===== src/rtl/mem_port_arbiter.sv =====
// Shares one fixed-latency memory port between instruction fetch and load/store.
// Data wins ties; a saturating starvation counter forces fetch after STARVE_MAX data grants.
module mem_port_arbiter #(
    parameter int ADDR_W     = 32,
    parameter int DATA_W     = 32,
    parameter int MEM_LAT    = 1,
    parameter int STARVE_MAX = 2
) (
    input  logic              clk,
    input  logic              rst,
    input  logic              if_req,
    input  logic [ADDR_W-1:0] if_addr,
    output logic [DATA_W-1:0] if_rdata,
    output logic              if_ack,
    input  logic              d_req,
    input  logic              d_we,
    input  logic [ADDR_W-1:0] d_addr,
    input  logic [DATA_W-1:0] d_wdata,
    output logic [DATA_W-1:0] d_rdata,
    output logic              d_ack,
    output logic              mem_en,
    output logic              mem_we,
    output logic [ADDR_W-1:0] mem_addr,
    output logic [DATA_W-1:0] mem_wdata,
    input  logic [DATA_W-1:0] mem_rdata,
    output logic              busy
);

    typedef enum logic [1:0] {S_IDLE, S_ISSUE, S_WAIT, S_RESP} state_t;

    localparam logic [1:0] LAT_LOAD   = 2'(MEM_LAT - 1);
    localparam logic [3:0] STARVE_LIM = 4'(STARVE_MAX);

    state_t            state_q;
    logic              owner_q;      // 1 = data path, 0 = fetch
    logic              we_q;
    logic [1:0]        lat_q;
    logic [3:0]        starve_q;
    logic              grant_data_d;

    logic [DATA_W-1:0] if_rdata_q, d_rdata_q, mem_wdata_q;
    logic [ADDR_W-1:0] mem_addr_q;
    logic              if_ack_q, d_ack_q, mem_en_q, mem_we_q, busy_q;

    always_comb begin
        grant_data_d = d_req && (!if_req || (starve_q < STARVE_LIM));
    end

    always_ff @(posedge clk or posedge rst) begin
        if (rst) begin
            state_q     <= S_IDLE;
            owner_q     <= 1'b0;
            we_q        <= 1'b0;
            lat_q       <= '0;
            starve_q    <= '0;
            if_rdata_q  <= '0;
            d_rdata_q   <= '0;
            if_ack_q    <= 1'b0;
            d_ack_q     <= 1'b0;
            mem_en_q    <= 1'b0;
            mem_we_q    <= 1'b0;
            mem_addr_q  <= '0;
            mem_wdata_q <= '0;
            busy_q      <= 1'b0;
        end else begin
            if_ack_q <= 1'b0;
            d_ack_q  <= 1'b0;
            mem_en_q <= 1'b0;
            mem_we_q <= 1'b0;
            case (state_q)
                S_IDLE: begin
                    if (!if_req) starve_q <= '0;
                    if (d_req || if_req) begin
                        // Request fields are latched straight into the port registers
                        // so the strobe appears with them in the ISSUE cycle.
                        state_q  <= S_ISSUE;
                        busy_q   <= 1'b1;
                        mem_en_q <= 1'b1;
                        owner_q  <= grant_data_d;
                        if (grant_data_d) begin
                            we_q        <= d_we;
                            mem_we_q    <= d_we;
                            mem_addr_q  <= d_addr;
                            mem_wdata_q <= d_wdata;
                            if (if_req && (starve_q != 4'hF)) starve_q <= starve_q + 4'd1;
                        end else begin
                            we_q        <= 1'b0;
                            mem_addr_q  <= if_addr;
                            mem_wdata_q <= '0;
                            starve_q    <= '0;
                        end
                    end
                end
                S_ISSUE: begin
                    lat_q   <= LAT_LOAD;
                    state_q <= S_WAIT;
                end
                S_WAIT: begin
                    if (lat_q == 2'd0) begin
                        state_q <= S_RESP;
                        if (owner_q) begin
                            d_ack_q <= 1'b1;
                            if (!we_q) d_rdata_q <= mem_rdata;
                        end else begin
                            if_ack_q   <= 1'b1;
                            if_rdata_q <= mem_rdata;
                        end
                    end else begin
                        lat_q <= lat_q - 2'd1;
                    end
                end
                S_RESP: begin
                    state_q <= S_IDLE;
                    busy_q  <= 1'b0;
                end
                default: state_q <= S_IDLE;
            endcase
        end
    end

    assign if_rdata  = if_rdata_q;
    assign if_ack    = if_ack_q;
    assign d_rdata   = d_rdata_q;
    assign d_ack     = d_ack_q;
    assign mem_en    = mem_en_q;
    assign mem_we    = mem_we_q;
    assign mem_addr  = mem_addr_q;
    assign mem_wdata = mem_wdata_q;
    assign busy      = busy_q;

endmodule


===== config.mk =====
export PLATFORM = sky130hd
export DESIGN_NAME = mem_port_arbiter
export DESIGN_NICKNAME = d
export VERILOG_FILES = /design/src/rtl/mem_port_arbiter.sv
export SDC_FILE = /design/constraint.sdc
export NUM_CORES = 1
export LEC_CHECK = 0
export CORE_MARGIN = 2
export CORE_UTILIZATION = 40
export CTS_BUF_LIST = sky130_fd_sc_hd__clkbuf_4
export CTS_CLUSTER_DIAMETER = 100
export DETAILED_ROUTE_END_ITERATION = 8
export PLACE_DENSITY_LB_ADDON = 0.12
export SLEW_MARGIN = 5
export SYNTH_ARGS = -nofsm -noshare
export SYNTH_HDL_FRONTEND = slang
export SYNTH_SLANG_ARGS = --single-unit
export TNS_END_PERCENT = 1

===== constraint.sdc =====
create_clock -name clk -period 10.1 [get_ports clk]
set_input_delay 2.525 -clock clk [delete_from_list [all_inputs] [get_ports clk]]
set_output_delay 2.525 -clock clk [all_outputs]
set_load 0.02 [all_outputs]

==> run summary, run 1 <==
The flow ran to the end, and the final reports show no timing, DRC or antenna violations. The met2 capacity usage during global routing was 32.6%; the number of buffers added by the clock tree synthesis step was 17. In the final routed layout, each cell accounts on average for 17.2 µm. The total area inside the core boundary comes to 14400 µm².

The growth of design area from synthesis to finish works out to 51.7%. For the global routing usage on met1, the log shows 25.5%. For the via count of the first global-routing pass, the log shows 4698. For the pin with the worst max-slew slack, the measured transition is 1300 ps. The run gives 15.4 mm as the wire length reported by the detailed router. The total of warnings raised by yosys is 0. The cell at the slowest stage of the critical path is sky130_fd_sc_hd__and3_1.

The run gives 24.9 mm as the wire length of the first global-routing pass. After global routing, the most crowded layer is met2. In this run the number of H-tree levels came out at 4.

For the area of all placed cells without fillers, the log shows 8850 µm². The final route contains 4568 vias. Power comes to 0.00286 W. The area of placed instances is 8560 µm², and the initial antenna violation count is 1. The count of nets left with antenna violations once routing finished came out at 0. The first-pass iteration count of the detailed router is 4.

The tools report the number of ports placed on the die boundary as 266. Yosys mapped the design onto 30 distinct sky130hd cell types. Among cell families on the critical path, the largest total delay comes from simple AND/OR/NAND/NOR gates. In the routed layout, each cell is associated on average with a via count of 5.10. STA puts the critical path data required time at 10550 ps.

For the final database, setup skew stands at 13.8 ps. The number of buffers and inverters on the critical path is 1. Global routing consumed, over all layers together, 20.0% of the routing resources. The die is 125 µm wide. Across the run, the number of max-cap violations was 0.

The logs give 2 for the deepest clock path buffer count and 226 MHz for the timing-limited maximum frequency. The number of endpoints with negative hold slack in the final report was 0. In the global route stage, met3 resource usage came out at 6.87%. By area the synthesized netlist is led by sky130_fd_sc_hd__dfrtp_1 (61%), sky130_fd_sc_hd__mux2_2 (11%), sky130_fd_sc_hd__a22o_1 (5.4%).

Entering global routing, the biggest net connects 77 pins. The tools report the final total negative setup slack as 0 ps. Counting every sink on the clock net gives 143.

Summed over all instances, the cell type with the most area after synthesis is sky130_fd_sc_hd__dfrtp_1. TritonCTS built the clock tree. At the end of the flow the core is filled with cells to 61.6%.

The number of instances in the synthesized netlist was 446; the synthesized cell area was 5840 µm². The count of buffers from port buffering is 265, and the aggregate global routing overflow is 0. The number of max-slew violations in the final report was 0. The routability-driven placement congestion ratio is 0.830.

The floorplan has 44 rows. The fraction of final layout cells with drive strength greater than 1 works out to 14.5%. For this run, the post-layout net count is 838. The placed wire-length estimate after detailed placement was 10.8 mm; the source-to-sink clock delay at the later pin of the worst-skew pair was 520 ps.

The highest cell delay on the worst timing path was 1120 ps. The worst path uses 43.8% of the clock period. Along the worst path, the maximum fanout reaches 35. Clock-pin slew was measured on the worst setup and hold paths at 110 ps. From bottom edge to top edge, the die measures 125 µm. The critical path data arrival time was 4880 ps; the static power due to leakage was 3.74 nW.

The quantity of gates resized following cts is 0. The fraction of synthesized cell area taken by the top area cell type is 61.3%, and the synthesized flop and latch total is 143. The number of buffers inserted to repair setup after CTS is 0, and the DRC violation count after routing is 0. Setup violations remaining at the end of the flow were counted as 0. Counting every net in the synthesized netlist gives 585. In this run the clock root is driven by a sky130_fd_sc_hd__clkbuf_4. The class of the worst hold path was flop to flop. The detailed router finished its first iteration with 258 violations. Across the VDD grid, the largest voltage drop is 0.136 mV. STA classifies the critical path endpoint as a flop. Critical path start-end classification: input port to flop. The initial standard-cell utilization of the core is 40.6%, and the number of hold buffers added after cts is 0. The die footprint was 15600 µm². Summing the sequential cell areas from Yosys gives 61.3% of the chip area.

STA classifies the critical path startpoint as an input port. Subtracting the final worst setup slack from the clock period gives 4430 ps. Setup repair after global routing left no endpoint under its margin.

Averaged over all synthesized cells, the footprint is 13.1 µm². Dividing total power by cell area gives a power density of 324 nW/µm². Walking the worst path, the cells encountered are clkdlybuf4s50_1 -> o31ai_4 -> and3_1 -> a22o_1.

The worst slew margin relative to its limit is 13.4%, and the flop-to-flop setup slack is 7060 ps.
==> cell type report <==
cell class                      count  area, µm²
Antenna cell                        1       2.50
Clock buffer                       19        143
Clock inverter                     12        144
Fill cell                        1166       5520
Inverter                            9       38.8
Multi-Input combinational cell    258       2030
Sequential cell                   143       3580
Tap cell                          184        230
Timing Repair Buffer              270       2690
==> per-stage QoR <==
| stage | worst slack (ps) | cells | hold WS, ps |
|---|---|---|---|
| after floorplan | 3740 | 446 | 451 |
| after global placement | 5220 | 864 | 459 |
| after detailed placement | 5120 | 864 | 475 |
| after CTS | 5720 | 895 | 491 |
| after global routing | 5560 | 896 | 518 |
| final | 5670 | 896 | 488 |
==> metal layers <==
metal / part of all wire [%] / vias to the layer above / routed length [µm]
met3: 7.9 / 17 / 1220
met2: 49 / 196 / 7520
met1: 42 / 2226 / 6480
met4: 1.5 / 0 / 230
li1: - / 2129 / -
met5: 0 / - / 0
==> layout by cell type, fill, tap and decap left out, drive strengths merged, types with 3 or more instances in the layout <==
master	Yosys	routed
bufinv	0	3
inv	9	10
dfrtp	143	143
nand4	32	32
o211ai	32	32
o21ai	3	3
clkdlybuf4s50	0	265
ha	6	6
buf	24	5
mux2	66	66
clkinv	0	6
nand2	64	64
clkbuf	12	19
a22o	36	36
==> registers in the layout, indices dropped and copies added (netlist names) <==
| name | count |
|---|---|
| state_q | 2 |
| d_ack | 1 |
| we_q | 1 |
| mem_wdata | 32 |
| owner_q | 1 |
| d_rdata | 32 |
| if_rdata | 32 |
| starve_q | 4 |
| mem_we | 1 |
| if_ack | 1 |
| busy | 1 |
| mem_addr | 32 |
| mem_en | 1 |
| lat_q | 2 |
==> synthesized netlist by cell type <==
master and count:
sky130_fd_sc_hd__dfrtp_1 143, sky130_fd_sc_hd__nand2_1 64, sky130_fd_sc_hd__mux2_2 56, sky130_fd_sc_hd__a22o_1 36
sky130_fd_sc_hd__nand4_1 32, sky130_fd_sc_hd__o211ai_1 32, sky130_fd_sc_hd__buf_2 16, sky130_fd_sc_hd__clkbuf_1 12
sky130_fd_sc_hd__mux2_4 10, sky130_fd_sc_hd__inv_1 9, sky130_fd_sc_hd__buf_6 7, sky130_fd_sc_hd__ha_1 6
sky130_fd_sc_hd__and2_1 2, sky130_fd_sc_hd__and3_1 2, sky130_fd_sc_hd__mux2i_1 2, sky130_fd_sc_hd__nand2b_1 2
sky130_fd_sc_hd__o21ai_0 2, sky130_fd_sc_hd__a21o_1 1, sky130_fd_sc_hd__a21oi_1 1, sky130_fd_sc_hd__buf_4 1
sky130_fd_sc_hd__nand3_1 1, sky130_fd_sc_hd__nand3b_1 1, sky130_fd_sc_hd__nor2_1 1, sky130_fd_sc_hd__nor2b_1 1
sky130_fd_sc_hd__nor4_1 1, sky130_fd_sc_hd__o21ai_1 1, sky130_fd_sc_hd__o22a_1 1, sky130_fd_sc_hd__o311ai_0 1
sky130_fd_sc_hd__o31a_1 1, sky130_fd_sc_hd__o31ai_4 1
==> cells by family (layout without fill, tap and decap cells) <==
logic type | count (synthesis) | in the layout | share of synthesized area [%]
adders and majority gates | 6 | 6 | 1.29
AOI/OAI and AO/OA | 77 | 77 | 10.8
DFF | 143 | 143 | 61.3
and+or+nand+nor | 107 | 107 | 8.68
muxes | 68 | 68 | 13.7
other | 0 | 1 | 0
buffers and inverters | 45 | 310 | 4.20
==> path summary, 6_finish.rpt <==
kind	endpoint	startpoint	cells past startpoint
max	mem_wdata[4]	if_req	4
min in group asynchronous	d_rdata[3]	rst	2
min reg2reg	lat_q[0]	lat_q[0]	1
min	lat_q[0]	lat_q[0]	1
max reg2reg	mem_wdata[4]	starve_q[1]	3
max in group asynchronous	mem_addr[13]	rst	3
==> where the power goes <==
part | switching, W | internal, W | leakage, nW
clock network | 0.000198 | 0.000174 | 0.151
logic | 0.000730 | 0.000766 | 1.84
registers | 0.000155 | 0.000842 | 1.74
No activity file was read; power rests on OpenSTA's default activity.
==> run 2, diff against run 1 <==
--- a/config.mk
+++ b/config.mk
@@ -6,7 +6,7 @@
 export NUM_CORES = 1
 export LEC_CHECK = 0
 export CORE_MARGIN = 2
-export CORE_UTILIZATION = 40
+export CORE_UTILIZATION = 39
 export CTS_BUF_LIST = sky130_fd_sc_hd__clkbuf_4
 export CTS_CLUSTER_DIAMETER = 100
 export DETAILED_ROUTE_END_ITERATION = 8
==> constraint.sdc (replaced) <==
create_clock -name clk -period 3.9 [get_ports clk]
set_input_delay 0.975 -clock clk [delete_from_list [all_inputs] [get_ports clk]]
set_output_delay 0.975 -clock clk [all_outputs]
set_load 0.02 [all_outputs]
==> run summary, run 2 (synthesized netlist as in run 1, its figures left out) <==
The run finished with clean final reports. The tools report the DRC violation count after routing as 0 (unchanged). The shortest period the worst path allows is 2830 ps, and the cell depth of the worst flop-to-flop path is 4 (+1). Number of endpoints with negative hold slack in the final report: 0 (unchanged). The height of the chip is 126 µm (+1.2%). The most critical setup path has its startpoint at if_req.

The static power due to leakage was 3.81 nW (+2.1%). STA classifies the critical path endpoint as a flop. The cell at the slowest stage of the critical path is sky130_fd_sc_hd__and2_1. The logs give 0 (unchanged) for the quantity of gates resized following cts and 1 (unchanged) for the initial antenna violation count. The violation count after the first detailed-routing iteration was 292 (+13%). The critical path ends at mem_addr[11]. Maximum VDD drop: 0.360 mV (+160%).

The tightest min-delay check is of the flop to flop type. For the number of nets still failing antenna checks after routing, the log shows 0 (unchanged). The root buffer cell chosen for the clock tree is sky130_fd_sc_hd__clkbuf_4. The initial standard-cell utilization of the core is 40.0% (-0.61 points), and the number of hold buffers added after cts is 0 (unchanged). The logs give 520 ps (about the same) for the source-to-sink clock delay at the later pin of the worst-skew pair and 44 (unchanged) for the standard-cell row count. The first-pass iteration count of the detailed router is 4 (unchanged), and the number of ports placed on the die boundary is 266 (unchanged). The mean routed wirelength per cell was 17.4 µm (+1.2%). Leaving out fill and tap cells, the most frequent cell in the layout is sky130_fd_sc_hd__clkdlybuf4s50_1.

The logs give 8610 µm² (+0.48%) for the area of placed instances and 1500 ps (-5560 ps) for the flop-to-flop setup slack. The kind of start point of the critical path was an input port. TritonCTS built the clock tree.

The tools report the area of all placed cells without fillers as 9020 µm² (+1.9%). The growth of design area from synthesis to finish works out to 54.5%. The logs give 20.2% (+0.19 points) for the total track usage and 0 (unchanged) for the final-report setup violation count. The area of the core is 14600 µm² (+1.5%). For the critical path data arrival time, the log shows 3190 ps (-1690 ps).

The aggregate global routing overflow was 0 (unchanged). The number of max-slew violations in the final report is 0 (unchanged). The fraction of final layout cells with drive strength greater than 1 is 15.1% (+0.60 points), and the setup clock skew after layout is 11.3 ps (-2.52 ps). The post-layout utilization of the core was 61.8% (+0.21 points); the deepest level of the CTS H-tree was 4 (unchanged). Pin count of the biggest net entering global routing: 67 (-13%). The routability-driven placement congestion ratio was 0.837 (+0.82%); the number of non-filler instances in the completed layout was 901 (+0.56%). The via count of the first global-routing pass came out at 4776 (+1.7%). For the number of buffers added by the clock tree synthesis step, the log shows 17 (unchanged).

The logs give 353 MHz for the timing-limited maximum frequency and 23.6% (+10 points) for the worst slew margin relative to its limit. The tools report the number of sinks driven by the clock tree as 143 (unchanged). Setup repair after global routing left no endpoint under its margin.

The final critical path takes up 72.6% of the cycle. The final total negative setup slack came out at 0 ps (unchanged). The number of max-capacitance violations reported came out at 0 (unchanged).

Worst reg2reg path startpoint: starve_q[1]. The total placed cells including tap cells is 868 (+0.46%). The clock-pin slew of the registers on the worst-case setup and hold paths is 120 ps (about the same), and the net count of the finished layout is 843 (+0.60%). The vias after detailed routing came out at 4593 (+0.55%). The placed wire-length estimate after detailed placement was 11.2 mm (+4.3%); the count of buffers from port buffering was 265 (unchanged). The deepest clock path buffer count was 2 (unchanged); the required time at the worst-slack endpoint was 4260 ps (-6290 ps). The tools report the wire length of the first global-routing pass as 25.3 mm (+1.7%).

The tools report the die footprint as 16000 µm² (+2.5%). The peak fanout along the critical path came out at 33 (-5.7%). Width of the chip: 126 µm (+1.2%). The total power density per cell area was 860 nW/µm² (+170%). The actual transition at the worst max-transition pin works out to 1150 ps (-153 ps). The wire length reported by the detailed router came out at 15.7 mm (+1.7%).

The setup path with the least slack is of type input port to flop. Leaving out fill and tap cells, the most frequent cells in the layout are sky130_fd_sc_hd__clkdlybuf4s50_1 (265), sky130_fd_sc_hd__dfrtp_1 (143), sky130_fd_sc_hd__nand2_1 (64), sky130_fd_sc_hd__mux2_2 (56), sky130_fd_sc_hd__a22o_1 (36). The worst register-to-register path ends at mem_addr[11]. The highest cell delay on the worst timing path works out to 950 ps (-170 ps). The critical path goes through clkdlybuf4s50_1 -> o31ai_4 -> buf_4 -> and2_1 -> o211ai_1. The tools report the number of buffers inserted to repair setup after CTS as 0 (unchanged). The number of vias per cell was 5.10 (about the same).
[run 2: cell types whose count changed in the layout (fill, tap and decap cells not counted), sizes merged]
cell / before / now
buf: 5 / 10
bufinv: 3 / 8
clkbuf: 19 / 17
inv: 10 / 8
clkinv: 6 / 5
[run 2: final cells by class]
class	count	area (µm²)
clock inverter	14	269
multi-input combinational	258	2030
clock buffer	17	128
fill	1207	5570
antenna	1	2.50
timing repair buffer	275	2750
inverter	9	37.5
tap	184	230
sequential	143	3580
[run 2: worst min-delay path by stage]
stage / start / endpoint / slack, ps / cells after the start
after global routing: owner_q / owner_q / 530 / 1
after global placement: lat_q[0] / lat_q[0] / 460 / 1
after detailed placement: lat_q[0] / lat_q[0] / 470 / 1
after floorplan: lat_q[0] / lat_q[0] / 450 / 1
after CTS: lat_q[0] / lat_q[0] / 490 / 1
final: lat_q[0] / lat_q[0] / 500 / 1
[run 2: layer usage]
layer | wire length, µm | GRT usage, %
met2 | 7800 | 32.8
met3 | 1200 | 7.00
met5 | 0 | 0
met1 | 6440 | 25.5
met4 | 272 | 6.72
[run 2: power breakdown]
part	switching, W	total (W)	internal (W)	leakage, nW
sequential	0.000396	0.00258	0.00218	1.74
combinational	0.00192	0.00392	0.00200	1.87
clock	0.000509	0.00126	0.000754	0.204
total	0.00282	0.00776	0.00494	3.81
[run 2: per-stage QoR]
| step | hold slack (ps) | worst slack [ps] | total power, W |
|---|---|---|---|
| CTS | 492 | 1140 | 0.00785 |
| detailed placement | 468 | 503 | 0.00655 |
| finish | 497 | 1070 | 0.00776 |
| global placement | 460 | 604 | 0.00645 |
| global route | 530 | 951 | 0.00823 |
| floorplan | 451 | 1130 | 0.00473 |
[run 2: worst max-delay path, delay by kind of cell]
| family | cells | cell delay, ps |
|---|---|---|
| AO/OA/AOI/OAI | 2 | 330 |
| AND/OR/NAND/NOR | 1 | 950 |
| buffers and inverters | 2 | 910 |
==> run 3, diff against run 2 <==
==> constraint.sdc (replaced) <==
create_clock -name clk -period 2.6 [get_ports clk]
set_input_delay 0.65 -clock clk [delete_from_list [all_inputs] [get_ports clk]]
set_output_delay 0.65 -clock clk [all_outputs]
set_load 0.02 [all_outputs]
==> run summary, run 3 (synthesized netlist as in run 1, its figures left out) <==
The critical path starts at mem_addr[24]. The initial antenna violation count came out at 0 (-1). The wire length reported by the detailed router is 15.3 mm (-2.9%). The deepest level of the CTS H-tree was 4 (unchanged); the number of ports placed on the die boundary was 266 (unchanged). The static power due to leakage was 3.83 nW (+0.43%); the width of the chip was 126 µm (unchanged). Cell family with the largest share of critical-path delay: buffers and inverters.

The register area was 3580 µm² (unchanged); the final-report setup violation count was 0 (unchanged). Class of the worst hold path: flop to flop. Kind of end point of the critical path: an output port. The run gives 24.7 mm (-2.4%) as the wire length of the first global-routing pass.

After layout, the worst path uses 84.3% of the clock period. Net count of the finished layout: 848 (+0.59%). The number of vias per cell works out to 5.09 (-0.21%).

The critical path data arrival time was 1540 ps (-1650 ps). Leaving out fill and tap cells, the most frequent cells in the layout are sky130_fd_sc_hd__clkdlybuf4s50_1 (265), sky130_fd_sc_hd__dfrtp_1 (143), sky130_fd_sc_hd__nand2_1 (64), sky130_fd_sc_hd__mux2_2 (56), sky130_fd_sc_hd__a22o_1 (36). For the number of endpoints with negative hold slack in the final report, the log shows 0 (unchanged).

The cell depth of the worst flop-to-flop path came out at 8 (+4). The number of sinks driven by the clock tree is 143 (unchanged). The total power density per cell area came out at 1270 nW/µm² (+47%). The area growth from synthesis to layout is 54.7%. The flow ran to the end, and the final reports show no timing, DRC or antenna violations. The number of hold buffers added after cts came out at 0 (unchanged). For the required time at the worst-slack endpoint, the log shows 1950 ps (-2310 ps). The clock-pin slew of the registers on the worst-case setup and hold paths was 110 ps (about the same); the die footprint was 16000 µm² (unchanged). The tools report the number of buffers inserted to repair setup after CTS as 0 (unchanged). The tools report the routability-driven placement congestion ratio as 0.792 (-5.4%). In this run the most critical hold path is launched from lat_q[0]. The height of the chip was 126 µm (unchanged). The worst slew margin relative to its limit was 52.8% (+29 points); the count of buffers from port buffering was 265 (unchanged). The cell count along the critical path is 1 (-4).

The initial standard-cell utilization of the core came out at 40.0% (unchanged). The quantity of gates resized following cts was 0 (unchanged). For the flop-to-flop setup slack, the log shows 610 ps (-890 ps).

The run gives 14600 µm² (unchanged) as the area of the core. The worst reg2reg path startpoint was state_q[0]. The total track usage is 19.5% (-0.72 points). The tools report the critical register-to-register path endpoint as mem_addr[4].

The root buffer cell chosen for the clock tree is sky130_fd_sc_hd__clkbuf_4. Number of fill cells in the layout: 1136 (-5.9%). The tools report the number of nets still failing antenna checks after routing as 0 (unchanged).

By startpoint and endpoint, the worst setup path is classified as flop to output port. The final setup slack of the worst path was 409 ps (-661 ps). The tools report the antenna diode instance count as 0 (-1). The peak fanout along the critical path works out to 2 (-94%). The highest cell delay on the worst timing path is 630 ps (-320 ps). The actual transition at the worst max-transition pin came out at 708 ps (-437 ps).

TritonCTS built the clock tree. Walking the worst path, the cells encountered are clkdlybuf4s50_1. The tools report the maximum VDD drop as 0.562 mV (+56%). Aggregate global routing overflow: 0 (unchanged).

The end point of the critical path was mem_addr[24]. The standard-cell row count came out at 44 (unchanged). The logs give 0 (unchanged) for the number of max-capacitance violations reported and 0 ps (unchanged) for the final total negative setup slack.

First-pass iteration count of the detailed router: 4 (unchanged). For the worst setup timing slack at the placement stage, the log shows 172 ps (-331 ps). The library cell used most frequently in the layout, excluding fill and tap cells, is sky130_fd_sc_hd__clkdlybuf4s50_1. Among all stages on the critical path, the largest delay is contributed by sky130_fd_sc_hd__clkdlybuf4s50_1. The logs give 0 (unchanged) for the DRC violation count after routing and 8.93 ps (-2.39 ps) for the setup clock skew after layout. The run gives 4609 (+0.35%) as the vias after detailed routing. Setup repair after global routing left no endpoint under its margin. The violation count after the first detailed-routing iteration was 181 (-38%). The mean routed wirelength per cell was 16.8 µm (-3.5%); the multi-input combinational cell area was 2030 µm² (unchanged). The via count of the first global-routing pass is 4821 (+0.94%). The tools report the number of buffers added by the clock tree synthesis step as 17 (unchanged). The kind of start point of the critical path was a flop.

The number of buffers and inverters on the critical path works out to 1 (-1). Deepest clock path buffer count: 2 (unchanged). The routed design could run at a clock period as short as 2190 ps.

The placed wire-length estimate after detailed placement was 11.2 mm (-0.50%). The number of max-slew violations in the final report was 0 (unchanged); the fraction of final layout cells with drive strength greater than 1 was 15.9% (+0.84 points). For the source-to-sink clock delay at the later pin of the worst-skew pair, the log shows 520 ps (about the same). Based on the critical path, the design can be clocked at up to 456 MHz. The pin count of the biggest net entering global routing was 60 (-10%).
==> run 3: how the worst min path moves through the flow <==
stage             endpoint  slack, ps  depth (start not counted)
2_1_floorplan     lat_q[0]        450                          1
3_3_place_gp      lat_q[0]        460                          1
3_5_place_dp      lat_q[0]        470                          1
4_1_cts        if_rdata[6]        460                          2
5_1_grt         d_rdata[5]        480                          2
6_report          lat_q[0]        480                          1
==> run 3: final cells by class <==
type	instances	area share (%)
Sequential cell	143	39.6
Timing Repair Buffer	280	31.0
Inverter	9	0.416
Clock buffer	18	1.50
Clock inverter	14	2.44
Tap cell	184	2.55
Multi-Input combinational cell	258	22.4
==> run 3: routing by layer <==
metal	up-vias	global-route usage [%]	share of wire [%]
met3	32	7.42	8.8
met4	0	8.73	2.8
met1	2230	23.1	40
li1	2137	-	-
met5	-	0	0
met2	210	31.7	48
==> run 3: where the power goes <==
| group | switching [W] | internal, W |
|---|---|---|
| registers | 0.000577 | 0.00327 |
| logic | 0.00286 | 0.00302 |
| clock network | 0.000750 | 0.000952 |
| total | 0.00418 | 0.00725 |
==> run 3: metrics by stage <==
step / total power [W] / instances / utilization [%] / hold WS [ps] / area (µm²)
floorplan: 0.00710 / 446 / - / 451 / 5840
global placement: 0.00969 / 874 / 59.5 / 461 / 8680
detailed placement: 0.00984 / 874 / 59.5 / 466 / 8680
CTS: 0.0116 / 906 / 61.9 / 461 / 9030
global route: 0.0121 / 906 / 61.9 / 484 / 9030
finish: 0.0114 / 906 / 61.9 / 478 / 9030
